### config.mk
export PLATFORM = sky130hd
export DESIGN_NAME = vc_demux
export DESIGN_NICKNAME = d
export VERILOG_FILES = /design/src/rtl/vc_demux_pkg.sv /design/src/rtl/vc_out_reg.sv /design/src/rtl/vc_demux.sv
export SDC_FILE = /design/constraint.sdc
export NUM_CORES = 1
export LEC_CHECK = 0
export ABC_AREA = 1
export CORE_MARGIN = 10
export CORE_UTILIZATION = 39
export CTS_BUF_LIST = sky130_fd_sc_hd__clkbuf_4 sky130_fd_sc_hd__clkbuf_8
export DETAILED_ROUTE_END_ITERATION = 12
export GPL_TIMING_DRIVEN = 0
export HOLD_SLACK_MARGIN = 0.02
export PLACE_DENSITY = 0.88
export SYNTH_ARGS = -nofsm -noshare
export SYNTH_HDL_FRONTEND = slang
export SYNTH_SLANG_ARGS = --single-unit
export TNS_END_PERCENT = 10
### constraint.sdc
create_clock -name clk -period 4.63 [get_ports clk]
set_input_delay 0.463 -clock clk [delete_from_list [all_inputs] [get_ports clk]]
set_output_delay 0.463 -clock clk [all_outputs]
set_load 0.05 [all_outputs]
### src/rtl/vc_demux_pkg.sv
// Shared definitions for vc_demux: flit type codes, flit field positions and FSM states.
// Imported by vc_demux; the field macros are used wherever din is decoded.
`ifndef VC_DEMUX_PKG_SV
`define VC_DEMUX_PKG_SV

// Most-significant bit of the 2-bit type field and of the VC-id field.
`define VCD_TYPE_MSB(dw) ((dw) - 1)
`define VCD_ID_MSB(dw)   ((dw) - 3)

package vc_demux_pkg;

  localparam int         FLIT_TYPE_W = 2;

  localparam logic [1:0] FLIT_BODY   = 2'b00;
  localparam logic [1:0] FLIT_TAIL   = 2'b01;
  localparam logic [1:0] FLIT_HEAD   = 2'b10;
  localparam logic [1:0] FLIT_SINGLE = 2'b11;

  typedef enum logic [1:0] {
    ST_IDLE   = 2'd0,
    ST_PACKET = 2'd1,
    ST_DROP   = 2'd2
  } state_e;

endpackage

`endif

### src/rtl/vc_out_reg.sv
// Single-entry valid/ready output register tagged with a VC index.
// The stored flit is broadcast; only the tagged VC sees valid.
module vc_out_reg #(
  parameter int VC         = 4,
  parameter int DATA_WIDTH = 32,
  parameter int VC_ID_W    = 2
) (
  input  logic                  clk,
  input  logic                  rst,
  input  logic                  i_load,
  input  logic [DATA_WIDTH-1:0] i_data,
  input  logic [VC_ID_W-1:0]    i_vc,
  input  logic [VC-1:0]         i_ready,
  output logic                  o_can_load,
  output logic [DATA_WIDTH-1:0] o_data,
  output logic [VC-1:0]         o_valid
);

  logic                  r_valid;
  logic [DATA_WIDTH-1:0] r_data;
  logic [VC_ID_W-1:0]    r_vc;
  logic [VC-1:0]         w_vc_onehot;
  logic                  w_drain;

  always_comb begin
    w_vc_onehot = '0;
    for (int v = 0; v < VC; v++) begin
      if (r_vc == VC_ID_W'(v)) w_vc_onehot[v] = 1'b1;
    end
  end

  assign o_valid    = r_valid ? w_vc_onehot : '0;
  assign w_drain    = |(o_valid & i_ready);
  // A drain and a load in the same cycle keep the stage full: full throughput.
  assign o_can_load = !r_valid || w_drain;
  assign o_data     = r_data;

  // NOTE: sequential state uses non-blocking (<=) so every register samples pre-edge values.
  always_ff @(posedge clk or posedge rst) begin
    if (rst) begin
      r_valid <= 1'b0;
      // NOTE: the data register is reset too, because doutVC must read zero out of reset.
      r_data  <= '0;
      r_vc    <= '0;
    end else if (i_load) begin
      r_valid <= 1'b1;
      r_data  <= i_data;
      r_vc    <= i_vc;
    end else if (w_drain) begin
      r_valid <= 1'b0;
    end
  end

endmodule

### src/rtl/vc_demux.sv
// Steers flits from one valid/ready link into VC per-VC buffers, locking the head's VC until tail.
// Optional feature: define VC_DEMUX_STATS_EN to add flit_cnt / err_cnt statistics outputs.
module vc_demux
  import vc_demux_pkg::*;
#(
  parameter int VC         = 4,
  parameter int DATA_WIDTH = 32,
  parameter int VC_ID_W    = 2
) (
  input  logic                     clk,
  input  logic                     rst,
  input  logic [DATA_WIDTH-1:0]    din,
  input  logic                     din_valid,
  output logic                     din_ready,
  output logic [VC*DATA_WIDTH-1:0] doutVC,
  output logic [VC-1:0]            doutVC_valid,
  input  logic [VC-1:0]            doutVC_ready,
  output logic [VC-1:0]            VCPlaneSelector,
`ifdef VC_DEMUX_STATS_EN
  output logic [15:0]              flit_cnt,
  output logic [7:0]               err_cnt,
`endif
  output logic                     err
);

  localparam logic [VC_ID_W:0] VC_LIMIT = (VC_ID_W + 1)'(VC);

  state_e                r_state, w_state_nxt;
  logic [VC_ID_W-1:0]    r_lock_id, w_lock_id_nxt;
  logic [VC-1:0]         r_sel, w_sel_nxt;
  logic                  r_err;

  logic [FLIT_TYPE_W-1:0] w_type;
  logic [VC_ID_W-1:0]     w_id;
  logic                   w_id_ok;
  logic [VC-1:0]          w_id_onehot;
  logic                   w_accept;
  logic                   w_can_load;
  logic                   w_load;
  logic [VC_ID_W-1:0]     w_load_vc;
  logic                   w_drop_err;
  logic [DATA_WIDTH-1:0]  w_data;

  assign w_type    = din[`VCD_TYPE_MSB(DATA_WIDTH) -: FLIT_TYPE_W];
  assign w_id      = din[`VCD_ID_MSB(DATA_WIDTH) -: VC_ID_W];
  assign w_id_ok   = {1'b0, w_id} < VC_LIMIT;
  // din_ready depends only on the output stage, never on din_valid.
  assign din_ready = !rst && w_can_load;
  assign w_accept  = din_valid && din_ready;

  always_comb begin
    w_id_onehot = '0;
    for (int v = 0; v < VC; v++) begin
      if (w_id == VC_ID_W'(v)) w_id_onehot[v] = 1'b1;
    end
  end

  // NOTE: every always_comb output gets a default first, so no path can infer a latch.
  always_comb begin
    w_state_nxt   = r_state;
    w_lock_id_nxt = r_lock_id;
    w_sel_nxt     = r_sel;
    w_load        = 1'b0;
    w_load_vc     = r_lock_id;
    w_drop_err    = 1'b0;
    if (w_accept) begin
      unique case (r_state)
        ST_IDLE: begin
          if (w_type == FLIT_HEAD || w_type == FLIT_SINGLE) begin
            if (w_id_ok) begin
              w_load    = 1'b1;
              w_load_vc = w_id;
              if (w_type == FLIT_HEAD) begin
                w_lock_id_nxt = w_id;
                w_sel_nxt     = w_id_onehot;
                w_state_nxt   = ST_PACKET;
              end
            end else begin
              w_drop_err = 1'b1;
              // An out-of-range head poisons its whole packet up to the tail.
              if (w_type == FLIT_HEAD) w_state_nxt = ST_DROP;
            end
          end else begin
            w_drop_err = 1'b1;
          end
        end
        ST_PACKET: begin
          if (w_type == FLIT_BODY) begin
            w_load = 1'b1;
          end else if (w_type == FLIT_TAIL) begin
            w_load      = 1'b1;
            w_sel_nxt   = '0;
            w_state_nxt = ST_IDLE;
          end else begin
            w_drop_err = 1'b1;
          end
        end
        ST_DROP: begin
          if (w_type == FLIT_TAIL) w_state_nxt = ST_IDLE;
        end
        default: begin
          w_sel_nxt   = '0;
          w_state_nxt = ST_IDLE;
        end
      endcase
    end
  end

  always_ff @(posedge clk or posedge rst) begin
    if (rst) begin
      r_state   <= ST_IDLE;
      r_lock_id <= '0;
      r_sel     <= '0;
      r_err     <= 1'b0;
    end else begin
      r_state   <= w_state_nxt;
      r_lock_id <= w_lock_id_nxt;
      r_sel     <= w_sel_nxt;
      r_err     <= w_drop_err;
    end
  end

  assign VCPlaneSelector = r_sel;
  assign err             = r_err;

  vc_out_reg #(
    .VC         (VC),
    .DATA_WIDTH (DATA_WIDTH),
    .VC_ID_W    (VC_ID_W)
  ) u_out_reg (
    .clk        (clk),
    .rst        (rst),
    .i_load     (w_load),
    .i_data     (din),
    .i_vc       (w_load_vc),
    .i_ready    (doutVC_ready),
    .o_can_load (w_can_load),
    .o_data     (w_data),
    .o_valid    (doutVC_valid)
  );

  assign doutVC = {VC{w_data}};

`ifdef VC_DEMUX_STATS_EN
  logic [15:0] r_flit_cnt;
  logic [7:0]  r_err_cnt;

  always_ff @(posedge clk or posedge rst) begin
    if (rst) begin
      r_flit_cnt <= '0;
      r_err_cnt  <= '0;
    end else begin
      if (w_load) r_flit_cnt <= r_flit_cnt + 16'd1;
      if (w_drop_err && r_err_cnt != 8'hFF) r_err_cnt <= r_err_cnt + 8'd1;
    end
  end

  assign flit_cnt = r_flit_cnt;
  assign err_cnt  = r_err_cnt;
`endif

endmodule

==> run metrics <==
status finished clean; Period minus WS final about 2700 ps; Final Hold Fails 0; CP required 4170 ps; combinational family with the most area after synthesis buffers and inverters; Layout Skew ~8 ps; H-tree depth 2; initial antenna violation count 0; Hold WC Path Type in -> async; Initial Util a little over 40%; vias per cell 4.26; IO Port Bufs approximately 180; Clock Latency Late Sink ~280 ps; NumNets Final between 500 and 600; period utilization 58.4%; post-synthesis simple-gate area fraction around a quarter; Crit. End Element output pin; die footprint about 10000 um^2; fin. max-slew vios 0; xor-xnor portion of the synthesized cell area 0%; vias in the first global route between 2000 and 2500; chip width about 100 um; register bit total from synthesis 43; DRC violation count after routing 0; post-CTS sizing 0; arrival time worst endpoint ~2200 ps; FF+latch area 1080 um^2; Rel. slew slack 62.0%; area grow syn2layout 76.1%; Worst Max-Slew Pin Slew approximately 570 ps; CP Max Fanout 2; # clock sinks 43; Synth Area in Compound Gates under 10%; post-CTS setup buffers 0; DRT Pass-1 Iters 4; drt initial violations between 40 and 50; Yosys cell types 17; largest net degree at the start of global routing 44; total gr overflow 0; syn nets roughly 360; share of Yosys cell area claimed by the top area cell type roughly two fifths; syn avg cell area ~8.1 um^2; Post-Synthesis Cells 320; WL/cell 14.5 um; setup violators final 0; Synth area leader dfrtp_1; Total Wirelength 8.42 mm; multi-input logic area ~670 um^2; gr usage total 15.4%; Filler Cells Inserted 518; maximum root-to-sink buffer count 2; hold buffers post-CTS 0; core region area roughly 6400 um^2; FMAX 370 MHz; synth top area cells dfrtp_1 (42%), buf_4 (29%), nand2_1 (19%); antenna viol nets, final 0; first-pass GRT wire length ~13 mm; Rows 29; RSZ-0062 raised after global routing no; Critical Path Source Type primary input; Post-Synth Adder-Cell Area 0%; CTS tree done; register area share after synthesis between 40% and 50%; clk root buf clkbuf_8; Via Count roughly 2500; Ports ~180; synth warn 0; max-cap violation count 0; DP HPWL between 7 and 8 mm; setup TNS 0 ps; Antenna Cells 0; Cell Area, Synth between 2000 and 3000 um^2; CTS clk-pin slew, worst paths ~80 ps; layout cells sized above 1 23.2%; GPL Wtd Cong roughly 0.84; TritonCTS Buffers 5; die height about 100 um; mux cell area share after synthesis 0%; critical path class in -> out
path summary, 6_finish.rpt:
path | from | endpoint | slack, ps | cells after the start
worst min-delay path | rst | VCPlaneSelector[2]$_DFFE_PP0P_ | 400 | 2
worst max-delay path | doutVC_ready[3] | din_ready | 1930 | 6
worst min register to register | r_lock_id[1]$_DFFE_PP0P_ | r_lock_id[1]$_DFFE_PP0P_ | 490 | 2
worst max register to register | u_out_reg.r_vc[1]$_DFFE_PP0P_ | u_out_reg.o_data[31]$_DFFE_PP0P_ | 2930 | 9
max in group asynchronous | rst | u_out_reg.o_data[6]$_DFFE_PP0P_ | 3770 | 3
min in group clk | r_lock_id[1]$_DFFE_PP0P_ | r_lock_id[1]$_DFFE_PP0P_ | 490 | 2
critical path, cell delays in order:
cell	delay, ps
clkdlybuf4s50_1	450
inv_1	40
o21bai_1	180
nor2_2	90
a21oi_1	180
clkdlybuf4s50_1	840
routing by layer:
| layer | wire, um | global-route usage (%) |
|---|---|---|
| met4 | 63 | 3.22 |
| met5 | 0 | 0 |
| met3 | 985 | 6.54 |
| met1 | 2850 | 14.4 |
| met2 | 4520 | 30.0 |
cells by family (layout without fill, tap and decap cells):
| group | Yosys count | in the layout |
|---|---|---|
| and+or+nand+nor | 153 | 153 |
| buffers and inverters | 119 | 304 |
| DFF | 43 | 43 |
| AOI/OAI and AO/OA | 5 | 5 |
cell usage in the layout, fill, tap and decap left out:
cell,synthesis,routed
dfrtp_1,43,43
buf_4,99,99
nand3_4,1,1
nor3_1,5,5
o21ai_0,3,3
nor2_2,1,1
nand2_1,130,130
buf_6,3,3
inv_1,17,16
buf_12,0,1
clkbuf_4,0,2
clkdlybuf4s50_1,0,176
inv_2,0,1
nor2_1,7,7
nor2_8,1,1
nand2_4,1,1
a21oi_1,1,1
clkinv_2,0,1
nand4_1,3,3
o21bai_1,1,1
nand4_2,1,1
clkbuf_8,0,5
nand3_1,3,3
flip-flops by register name, summed over array words and instances, names as in the netlist:
register           flops
VCPlaneSelector        4
u_out_reg.r_valid      1
err                    1
r_state                1
u_out_reg.o_data      32
u_out_reg.r_vc         2
r_lock_id              2
synth_stat cells (all sizes together):
library cell,number
dfrtp,43
nand4,4
nand3,4
nor3,5
a21oi,1
inv,17
o21bai,1
o21ai,3
buf,102
nor2,9
nand2,131
stage by stage:
stage	hold slack (ps)	std cells	area [um^2]	utilization (%)	setup slack [ps]
final	404	582	4550	71.3	1930
after global routing	407	582	4550	71.3	1860
after CTS	404	582	4550	71.3	1920
after detailed placement	466	574	4460	69.9	1920
after global placement	464	573	4440	69.6	1210
after floorplan	449	320	2580	-	2300
final cells by class:
| type | count | share of cell area, % |
|---|---|---|
| inverter | 17 | 1.40 |
| multi-input combinational | 158 | 14.7 |
| buffer | 102 | 17.1 |
| timing repair buffer | 177 | 39.1 |
| clock inverter | 1 | 0.110 |
| clock buffer | 7 | 1.84 |
| sequential | 43 | 23.6 |
| tap | 77 | 2.12 |
Power is not shown: default switching activity piles up to over one toggle a cycle in this logic, so the estimate is an artifact.
==> RTL edit (same flow settings) <==
Re-encode `state_e` (3 states) as one-hot, 3 bits wide.
--- a/src/rtl/vc_demux_pkg.sv
+++ b/src/rtl/vc_demux_pkg.sv
@@ -18,6 +18,6 @@
 
-  typedef enum logic [1:0] {
-    ST_IDLE   = 2'd0,
-    ST_PACKET = 2'd1,
-    ST_DROP   = 2'd2
+  typedef enum logic [2:0] {
+    ST_IDLE   = 3'b001,
+    ST_PACKET = 3'b010,
+    ST_DROP   = 3'b100
   } state_e;
Behaviour: no difference found for any inputs over 10 cycles, from zero or initial values and one cycle with rst high; not proved beyond that.
==> RTL edit against the original RTL <==
- sequential share of layout area up 0.25 points
- utilization grew 0.17 points
- setup slack improved by 83 ps
- cell area grew 1.4%
- sequential cell count increased by 1
- synthesized area is 2.3% higher
- wire length is 6.0% higher
- maximum frequency rose by 3.2%
- final cell count rose by 2.1%
- critical path type unchanged
- largest cell class unchanged
- highest routed layer unchanged
Power is not shown: default switching activity piles up to over one toggle a cycle in this logic, so the estimate is an artifact.
==> RTL edit: results (changes against the original RTL) <==
GRT
  – Maximum number of pins on one net before global-route repair: 31 (-30%)
  – Global Route Usage Sum: 0.164 (+0.0103)
  – Global-route wire length before repair: 13.5 mm (+5.7%)

Final layout
  – Share of post-route cells with drive strength above 1: 0.226 (-0.00538)
  – Number of inserted diodes: 0 (unchanged)
  – Layout fillers: 502 (-3.1%)
  – Number of nets in the layout: 557 (+2.6%)

Routing
  – Total number of vias: 2571 (+3.8%)
  – Drt via density: 4.33 (+1.7%)
  – Wire length per cell: 15.0 µm (+3.8%)
  – Starting DRT DRC Count: 55 (+15%)
  – Total iterations of the first detailed-routing run: 4 (unchanged)

Placement
  – Detailed-placement wirelength estimate: 7.64 mm (+6.6%)
  – Placer's final routability congestion estimate: 0.789 (-5.8%)
  – Worst slack at placement: 2010 ps (+93.6 ps)
  – Placed cells: 586 (+2.1%)

Worst setup path
  – Critical path peak fanout: 2 (unchanged)
  – Arrival time of data at the critical path endpoint: 2160 ps (-80 ps)

Synth
  – Sequential cell area fraction in the yosys report: 0.417 (+0.000482)
  – Distinct cell type count after synthesis: 20 (+3)
  – Main area contributors after synthesis: sky130_fd_sc_hd__dfrtp_1 41%, sky130_fd_sc_hd__buf_4 27%, sky130_fd_sc_hd__nand2_1 19%, sky130_fd_sc_hd__inv_1 2.4%, sky130_fd_sc_hd__nor3_1 1.3%
  – Synthesized net count: 373 (+3.9%)
  – Most numerous cell types in the synthesized netlist: 135 x sky130_fd_sc_hd__nand2_1, 96 x sky130_fd_sc_hd__buf_4, 43 x sky130_fd_sc_hd__dfrtp_1
  – Top_reg_cell synth: sky130_fd_sc_hd__dfrtp_1
  – Post-synthesis cell count: 332 (+3.8%)

Timing
  – Final clock skew: 6.70 ps (-1.11 ps)
  – Headroom to the max-slew limit: 0.629 (+0.00901)

Clocking
  – # H-tree levels: 2 (unchanged)
  – Latest clock arrival within the worst-skew pair: 280 ps (about the same)
  – Clock slew at reported path FFs: 80 ps (about the same)
  – Clock tree buffer depth: 2 (unchanged)
  – Number of gates given a new drive strength after cts: 0 (unchanged)

Min path
  – Worst hold path type: reg2reg

Run status
  – Status: finished, final reports clean
## RTL edit: per-layer routing
metal	GRT usage	up-vias	part of all wire
met5	0	-	0
met4	0.0293	0	0.0055
met3	0.0776	6	0.12
met2	0.316	115	0.52
met1	0.156	1169	0.35
li1	-	1281	-
## RTL edit: through the flow
step | hold WS [ps] | utilization | area [µm²]
3_3_place_gp | 466 | 0.697 | 4500
3_5_place_dp | 465 | 0.700 | 4520
5_1_grt | 512 | 0.714 | 4610
2_1_floorplan | 449 | - | 2650
6_report | 490 | 0.714 | 4610
4_1_cts | 489 | 0.714 | 4610
## RTL edit: kinds of logic after synthesis
kind of cell / synth area share
buffers and inverters: 0.315
AOI/OAI and AO/OA: 0.0151
adders and majority gates: 0.00946
DFF: 0.417
and+or+nand+nor: 0.244
## RTL edit: critical path, cell delays in order
cell,delay (ps)
sky130_fd_sc_hd__clkdlybuf4s50_1,460
sky130_fd_sc_hd__inv_1,40
sky130_fd_sc_hd__o21bai_1,130
sky130_fd_sc_hd__nor2_1,90
sky130_fd_sc_hd__a21oi_1,130
sky130_fd_sc_hd__clkdlybuf4s50_1,840
## RTL edit: area by class of cell
cell class                 count  area share
sequential                    44       0.239
multi-input combinational    169       0.154
tap                           77      0.0209
buffer                       102       0.167
inverter                      17      0.0138
clock buffer                   8      0.0198
timing repair buffer         177       0.386
## RTL edit: path summary, 6_finish.rpt
| path | end | slack [ps] | startpoint | cells past startpoint |
|---|---|---|---|---|
| max in group asynchronous | u_out_reg.o_data[31] | 3590 | rst | 3 |
| worst max-delay path | din_ready | 2010 | doutVC_ready[3] | 6 |
| min in group asynchronous | err | 530 | rst | 2 |
| worst max register to register | u_out_reg.o_data[19] | 2670 | r_state[0] | 8 |
| worst min-delay path | VCPlaneSelector[3] | 490 | VCPlaneSelector[3] | 2 |
| worst min register to register | VCPlaneSelector[3] | 490 | VCPlaneSelector[3] | 2 |
